<file path="config.mk">
export PLATFORM = sky130hd
export DESIGN_NAME = frame_mm_master
export DESIGN_NICKNAME = d
export VERILOG_FILES = /design/src/rtl/frame_mm_master_pkg.sv /design/src/rtl/frame_mm_master.sv
export SDC_FILE = /design/constraint.sdc
export NUM_CORES = 1
export LEC_CHECK = 0
export BUFFER_PORTS_ARGS = -buffer_cell sky130_fd_sc_hd__buf_2
export CAP_MARGIN = 5
export CORE_ASPECT_RATIO = 2
export CORE_UTILIZATION = 52
export CTS_CLUSTER_DIAMETER = 120
export DETAILED_ROUTE_END_ITERATION = 6
export HOLD_SLACK_MARGIN = 0.12
export PLACE_DENSITY = 0.81
export SLEW_MARGIN = 10
export SYNTH_ARGS = -nofsm -noshare
export SYNTH_HDL_FRONTEND = slang
export SYNTH_SLANG_ARGS = --single-unit
</file>
<file path="constraint.sdc">
create_clock -name clk -period 2.5 [get_ports clk]
set_clock_uncertainty 0.05 [all_clocks]
set_input_delay 0.375 -clock clk [delete_from_list [all_inputs] [get_ports clk]]
set_output_delay 0.375 -clock clk [all_outputs]
set_load 0.05 [all_outputs]
</file>
<file path="src/rtl/frame_mm_master_pkg.sv">
// frame_mm_master_pkg: state encodings and default bus widths shared with the memory responder model.
package frame_mm_master_pkg;
  typedef enum logic [1:0] {
    IDLE  = 2'd0,
    WRITE = 2'd1,
    READ  = 2'd2,
    DRAIN = 2'd3
  } state_t;
  localparam int DEF_ADDR_W = 16;
  localparam int DEF_DATA_W = 16;
endpackage

</file>
<file path="src/rtl/frame_mm_master.sv">
// frame_mm_master: writes one input frame to memory, reads it back and streams it out.
module frame_mm_master
  import frame_mm_master_pkg::*;
#(
  parameter int FRAME_LEN = 160,
  parameter int BASE_ADDR = 0,
  parameter int ADDR_W    = DEF_ADDR_W,
  parameter int DATA_W    = DEF_DATA_W
) (
  input  logic                     clk,
  input  logic                     reset_n,
  input  logic                     start,
  output logic                     busy,
  output logic                     frame_done,
  input  logic signed [DATA_W-1:0] in_data,
  input  logic                     in_valid,
  output logic                     in_ready,
  output logic signed [DATA_W-1:0] out_data,
  output logic                     out_valid,
  output logic                     out_last,
  output logic        [ADDR_W-1:0] ddr_addr,
  output logic                     ddr_read,
  output logic                     ddr_write,
  output logic signed [DATA_W-1:0] ddr_writedata,
  input  logic signed [DATA_W-1:0] ddr_readdata,
  input  logic                     ddr_readdatavalid,
  input  logic                     ddr_waitrequest
);
  localparam int CW = $clog2(FRAME_LEN + 1);
  localparam logic [CW-1:0] FULL = CW'(FRAME_LEN);
  localparam logic [CW-1:0] LAST = CW'(FRAME_LEN - 1);
  localparam logic [ADDR_W-1:0] BASE = ADDR_W'(BASE_ADDR);
  state_t r_state, w_next;
  logic [CW-1:0] r_wr_cnt, r_rd_cnt, r_ret_cnt;
  logic w_accept, w_wr_done, w_rd_ack, w_rd_done, w_ret, w_ret_last;
  assign busy       = r_state != IDLE;
  assign in_ready   = (r_state == WRITE) && (r_wr_cnt < FULL) && (!ddr_write || !ddr_waitrequest);
  assign w_accept   = in_valid && in_ready;
  // the final write is the one accepted once every sample has been loaded
  assign w_wr_done  = (r_state == WRITE) && ddr_write && !ddr_waitrequest && (r_wr_cnt == FULL);
  assign w_rd_ack   = (r_state == READ) && ddr_read && !ddr_waitrequest;
  assign w_rd_done  = w_rd_ack && (r_rd_cnt == LAST);
  assign w_ret      = ddr_readdatavalid && ((r_state == READ) || (r_state == DRAIN));
  assign w_ret_last = w_ret && (r_ret_cnt == LAST);
  always_ff @(posedge clk or negedge reset_n)
    if (!reset_n) r_state <= IDLE;
    else r_state <= w_next;
  always_comb begin
    w_next = r_state;
    case (r_state)
      IDLE:  w_next = start ? WRITE : IDLE;
      WRITE: w_next = w_wr_done ? READ : WRITE;
      READ:  w_next = w_rd_done ? DRAIN : READ;
      DRAIN: w_next = w_ret_last ? IDLE : DRAIN;
    endcase
  end
  always_ff @(posedge clk or negedge reset_n) begin
    if (!reset_n) begin
      r_wr_cnt      <= '0;
      r_rd_cnt      <= '0;
      r_ret_cnt     <= '0;
      ddr_addr      <= '0;
      ddr_read      <= 1'b0;
      ddr_write     <= 1'b0;
      ddr_writedata <= '0;
      out_data      <= '0;
      out_valid     <= 1'b0;
      out_last      <= 1'b0;
      frame_done    <= 1'b0;
    end else begin
      out_valid  <= w_ret;
      out_last   <= w_ret_last;
      frame_done <= w_ret_last;
      if (w_ret) begin
        out_data  <= ddr_readdata;
        r_ret_cnt <= r_ret_cnt + CW'(1);
      end
      if (r_state == IDLE && start) begin
        r_wr_cnt  <= '0;
        r_rd_cnt  <= '0;
        r_ret_cnt <= '0;
      end
      if (w_accept) begin
        ddr_write     <= 1'b1;
        ddr_addr      <= BASE + ADDR_W'(r_wr_cnt);
        ddr_writedata <= in_data;
        r_wr_cnt      <= r_wr_cnt + CW'(1);
      end else if (ddr_write && !ddr_waitrequest) ddr_write <= 1'b0;
      if (w_wr_done) begin
        ddr_read <= 1'b1;
        ddr_addr <= BASE + ADDR_W'(r_rd_cnt);
      end
      if (w_rd_ack) begin
        ddr_read <= !w_rd_done;
        ddr_addr <= BASE + ADDR_W'(r_rd_cnt + CW'(1));
        r_rd_cnt <= r_rd_cnt + CW'(1);
      end
    end
  end
endmodule
</file>
==> impl_metrics.csv <==
group,metric,value,unit
run_status,outcome,"completed",
sta,tightest_slew,0.662,ns
global_route,antenna_found_initial,0,
logic_synthesis,synth_top_area_share,0.522,
placed_design,place.gp.congestion,0.890,
drt,drt_iter0_drc,90,
floorplan,rows,41,
finish,antenna_cells,0,
global_route,grtUsageTotal,0.261,
logic_synthesis,synth_sequential_area_ratio,0.522,
drt,post_drt_via_cell_ratio,5.35,
clock_network,cts_tree,"done",
placed_design,io_buffers,85,
critical_path,ff2ff_path_depth,4,
floorplan,die_x,59.2,um
sta,setup_viol,0,
drt,wl_met2,4520,um
min_path,hold_path_class,"in2reg",
clock_network,root_buffer,"clkbuf_16",
sta,hold_ws,0.176,ns
finish,nNetsFinal,490,
sta,final.min_clock_period,2.13,ns
clock_network,cts_buffer_depth,2,
sta,slew_headroom,0.557,
logic_synthesis,synth-seq-cells,71,
clock_network,numCtsBuffers,9,
critical_path,crit_path_cell_trace,"or4b_4, or3_1, nand3_4, mux2_4",
sta,finalHoldViolCount,0,
drt,drc,0,
critical_path,regToRegSetupSlack,0.37,ns
critical_path,reg2reg_from,"r_wr_cnt[4]",
global_route,grt_pass1_wl,13300,um
finish,drive_above_1_share,0.269,
drt,wl,8170,um
finish,stdcell_area,4180,um^2
placed_design,place_area,3870,um^2
sta,finalMaxSlewViolations,0,
placed_design,dp_hpwl,6010,um
logic_synthesis,ys_async_sr_fraction,1.00,
global_route,grt_overflow_total,0,
logic_synthesis,synthCells,363,
floorplan,initial_core_util,0.539,
critical_path,slowest_stage,"or4b_4",
floorplan,io_pins,93,
critical_path,r2r_end,"ddr_addr[7]",
logic_synthesis,syn_area_per_cell,9.37,um^2
power_and_ir_drop,ir_worst_vdd,458,uV
drt,wl_met3,349,um
drt,ant_nets,0,
critical_path,path_max_fanout,9,
sta,fmax,470,MHz
floorplan,die_h,116,um
critical_path,slowest_delay,0.58,ns
logic_synthesis,synthTopCellsByArea,"dfrtp_1 (52%), nand2_1 (14%), mux2i_1 (2.4%)",
sta,rsz0062_at_grt,"false",
flow_run,cap_violations,0,
drt,via_count,2885,
critical_path,worst_ep_arrival_time,2.30,ns
global_route,grt_pass1_vias,2900,
clock_network,cts_resized,0,
logic_synthesis,synth_cell_types,54,
critical_path,crit_required,2.67,ns
drt,wl_per_cell,15.2,um
placed_design,placedCellCount,522,
logic_synthesis,synth_edf_count,0,
critical_path,startpoint_type,"flop",
clock_network,clk_pin_slew,0.06,ns
floorplan,coreArea,6310,um^2
sta,timing.final.crit_share,0.851,
drt,top_layer_used,"met4",
sta,setup_tns,0,ns
min_path,hold_end,"ddr_writedata[10]",
clock_network,clkLatencyLatePin,0.33,ns
min_path,hp-start,"in_data[10]",
power_and_ir_drop,p_per_area,793,nW/um^2
min_path,worstHoldPathCells,3,
finish,synthToLayoutAreaGrowth,22.8,%
logic_synthesis,yosysWarnings,0,
clock_network,htree_levels,3,
clock_network,clkSinkCount,71,
logic_synthesis,synth_area,3400,um^2
floorplan,die_area,6890,um^2
power_and_ir_drop,power.leakage,2.29,nW
drt,dr.pass1.iters,4,
logic_synthesis,synth_top_area_cell,"dfrtp_1",
global_route,grt_max_degree,26,
drt,wl_met1,3030,um
critical_path,endpoint_kind,"flop",
logic_synthesis,synth_ff_type,"dfrtp_1",
finish,final_cells,539,
critical_path,worstSetupPathType,"reg2reg",
[cell families after synthesis]
family | share of synthesized area
buf+inv | 0.0530
simple gates | 0.258
mux | 0.0379
xor+xnor | 0.0180
compound gates | 0.0953
flops | 0.522
other cells | 0.00110
fa+ha+maj | 0.0147
[worst max path at each step]
stage	startpoint	to	slack, ns
final	r_wr_cnt[4]	ddr_addr[7]	0.37
after global routing	r_state[1]	ddr_addr[3]	0.25
after CTS	r_wr_cnt[4]	ddr_addr[7]	0.37
after detailed placement	r_wr_cnt[4]	ddr_addr[7]	0.37
after global placement	r_wr_cnt[4]	ddr_addr[7]	0.38
after floorplan	r_wr_cnt[4]	ddr_addr[7]	0.49
[cells in the mapped netlist (3+ instances only)]
master,instances
nand2_1,123
dfrtp_1,71
o21ai_0,16
nor2_1,14
clkbuf_1,10
buf_4,8
mux2i_1,8
nand3_1,8
nand4_1,8
a21oi_1,7
buf_2,6
inv_1,6
nor3_1,6
and3_1,5
a21o_1,4
ha_1,4
xnor2_1,4
mux2_2,3
nor4_1,3
o211ai_1,3
xor2_1,3
[placed cells by master, fill, tap and decap left out, types with 2 or more instances in the layout]
| cell | n |
|---|---|
| a211o_1 | 2 |
| a21o_1 | 4 |
| a21oi_1 | 7 |
| a22o_1 | 2 |
| a31oi_1 | 2 |
| and3_1 | 5 |
| buf_2 | 85 |
| buf_4 | 10 |
| clkbuf_1 | 2 |
| clkbuf_16 | 9 |
| clkinv_2 | 3 |
| conb_1 | 7 |
| dfrtp_1 | 71 |
| ha_1 | 4 |
| inv_1 | 6 |
| mux2_2 | 3 |
| mux2i_1 | 8 |
| nand2_1 | 123 |
| nand3_1 | 8 |
| nand4_1 | 8 |
| nor2_1 | 14 |
| nor3_1 | 6 |
| nor3b_1 | 2 |
| nor4_1 | 3 |
| o211ai_1 | 3 |
| o21a_1 | 2 |
| o21ai_0 | 16 |
| o31ai_1 | 2 |
| or3_1 | 2 |
| or4_1 | 2 |
| xnor2_1 | 4 |
| xor2_1 | 3 |
[cell type report]
| cell class | count | area [um^2] |
|---|---|---|
| Tap cell | 86 | 108 |
| Sequential cell | 71 | 1780 |
| Multi-Input combinational cell | 264 | 1470 |
| Inverter | 6 | 22.5 |
| Clock buffer | 12 | 246 |
| Timing Repair Buffer | 96 | 510 |
| Fill cell | 515 | 2130 |
| Clock inverter | 4 | 45.0 |
[worst max-delay path: cells and delay by family (launching register included)]
kind,cells,cell delay (ns)
flip-flops,1,0.46
multiplexers,1,0.30
AND/OR/NAND/NOR,3,1.20
[metal layers]
| metal | vias up | GRT usage |
|---|---|---|
| met1 | 1381 | 0.267 |
| met4 | 0 | 0.162 |
| met2 | 97 | 0.460 |
| met5 | - | 0 |
| li1 | 1384 | - |
| met3 | 23 | 0.0664 |
[registers in the layout, summed over array words and instances (netlist names), 2 cells and up]
signal	count
ddr_addr	9
out_data	16
r_state	2
r_ret_cnt	8
ddr_writedata	16
r_rd_cnt	8
r_wr_cnt	8
[timing repair]
action / 4_1_cts / 5_1_grt
hold endpoints to repair: 23 / 0
buffers inserted: 0 / 0
hold buffers: 1 / 0
[stage by stage]
step,utilization,setup WS (ns),total power (W)
floorplan,-,0.486,0.00189
global placement,0.614,0.384,0.00205
detailed placement,0.614,0.373,0.00207
CTS,0.662,0.373,0.00334
global route,0.662,0.254,0.00345
finish,0.662,0.372,0.00331
[where the power goes]
part           internal, W  switching (W)
Combinational     0.000202       0.000486
Sequential         0.00126       0.000107
Clock             0.000794       0.000464
(Power assumes the default switching activity.)
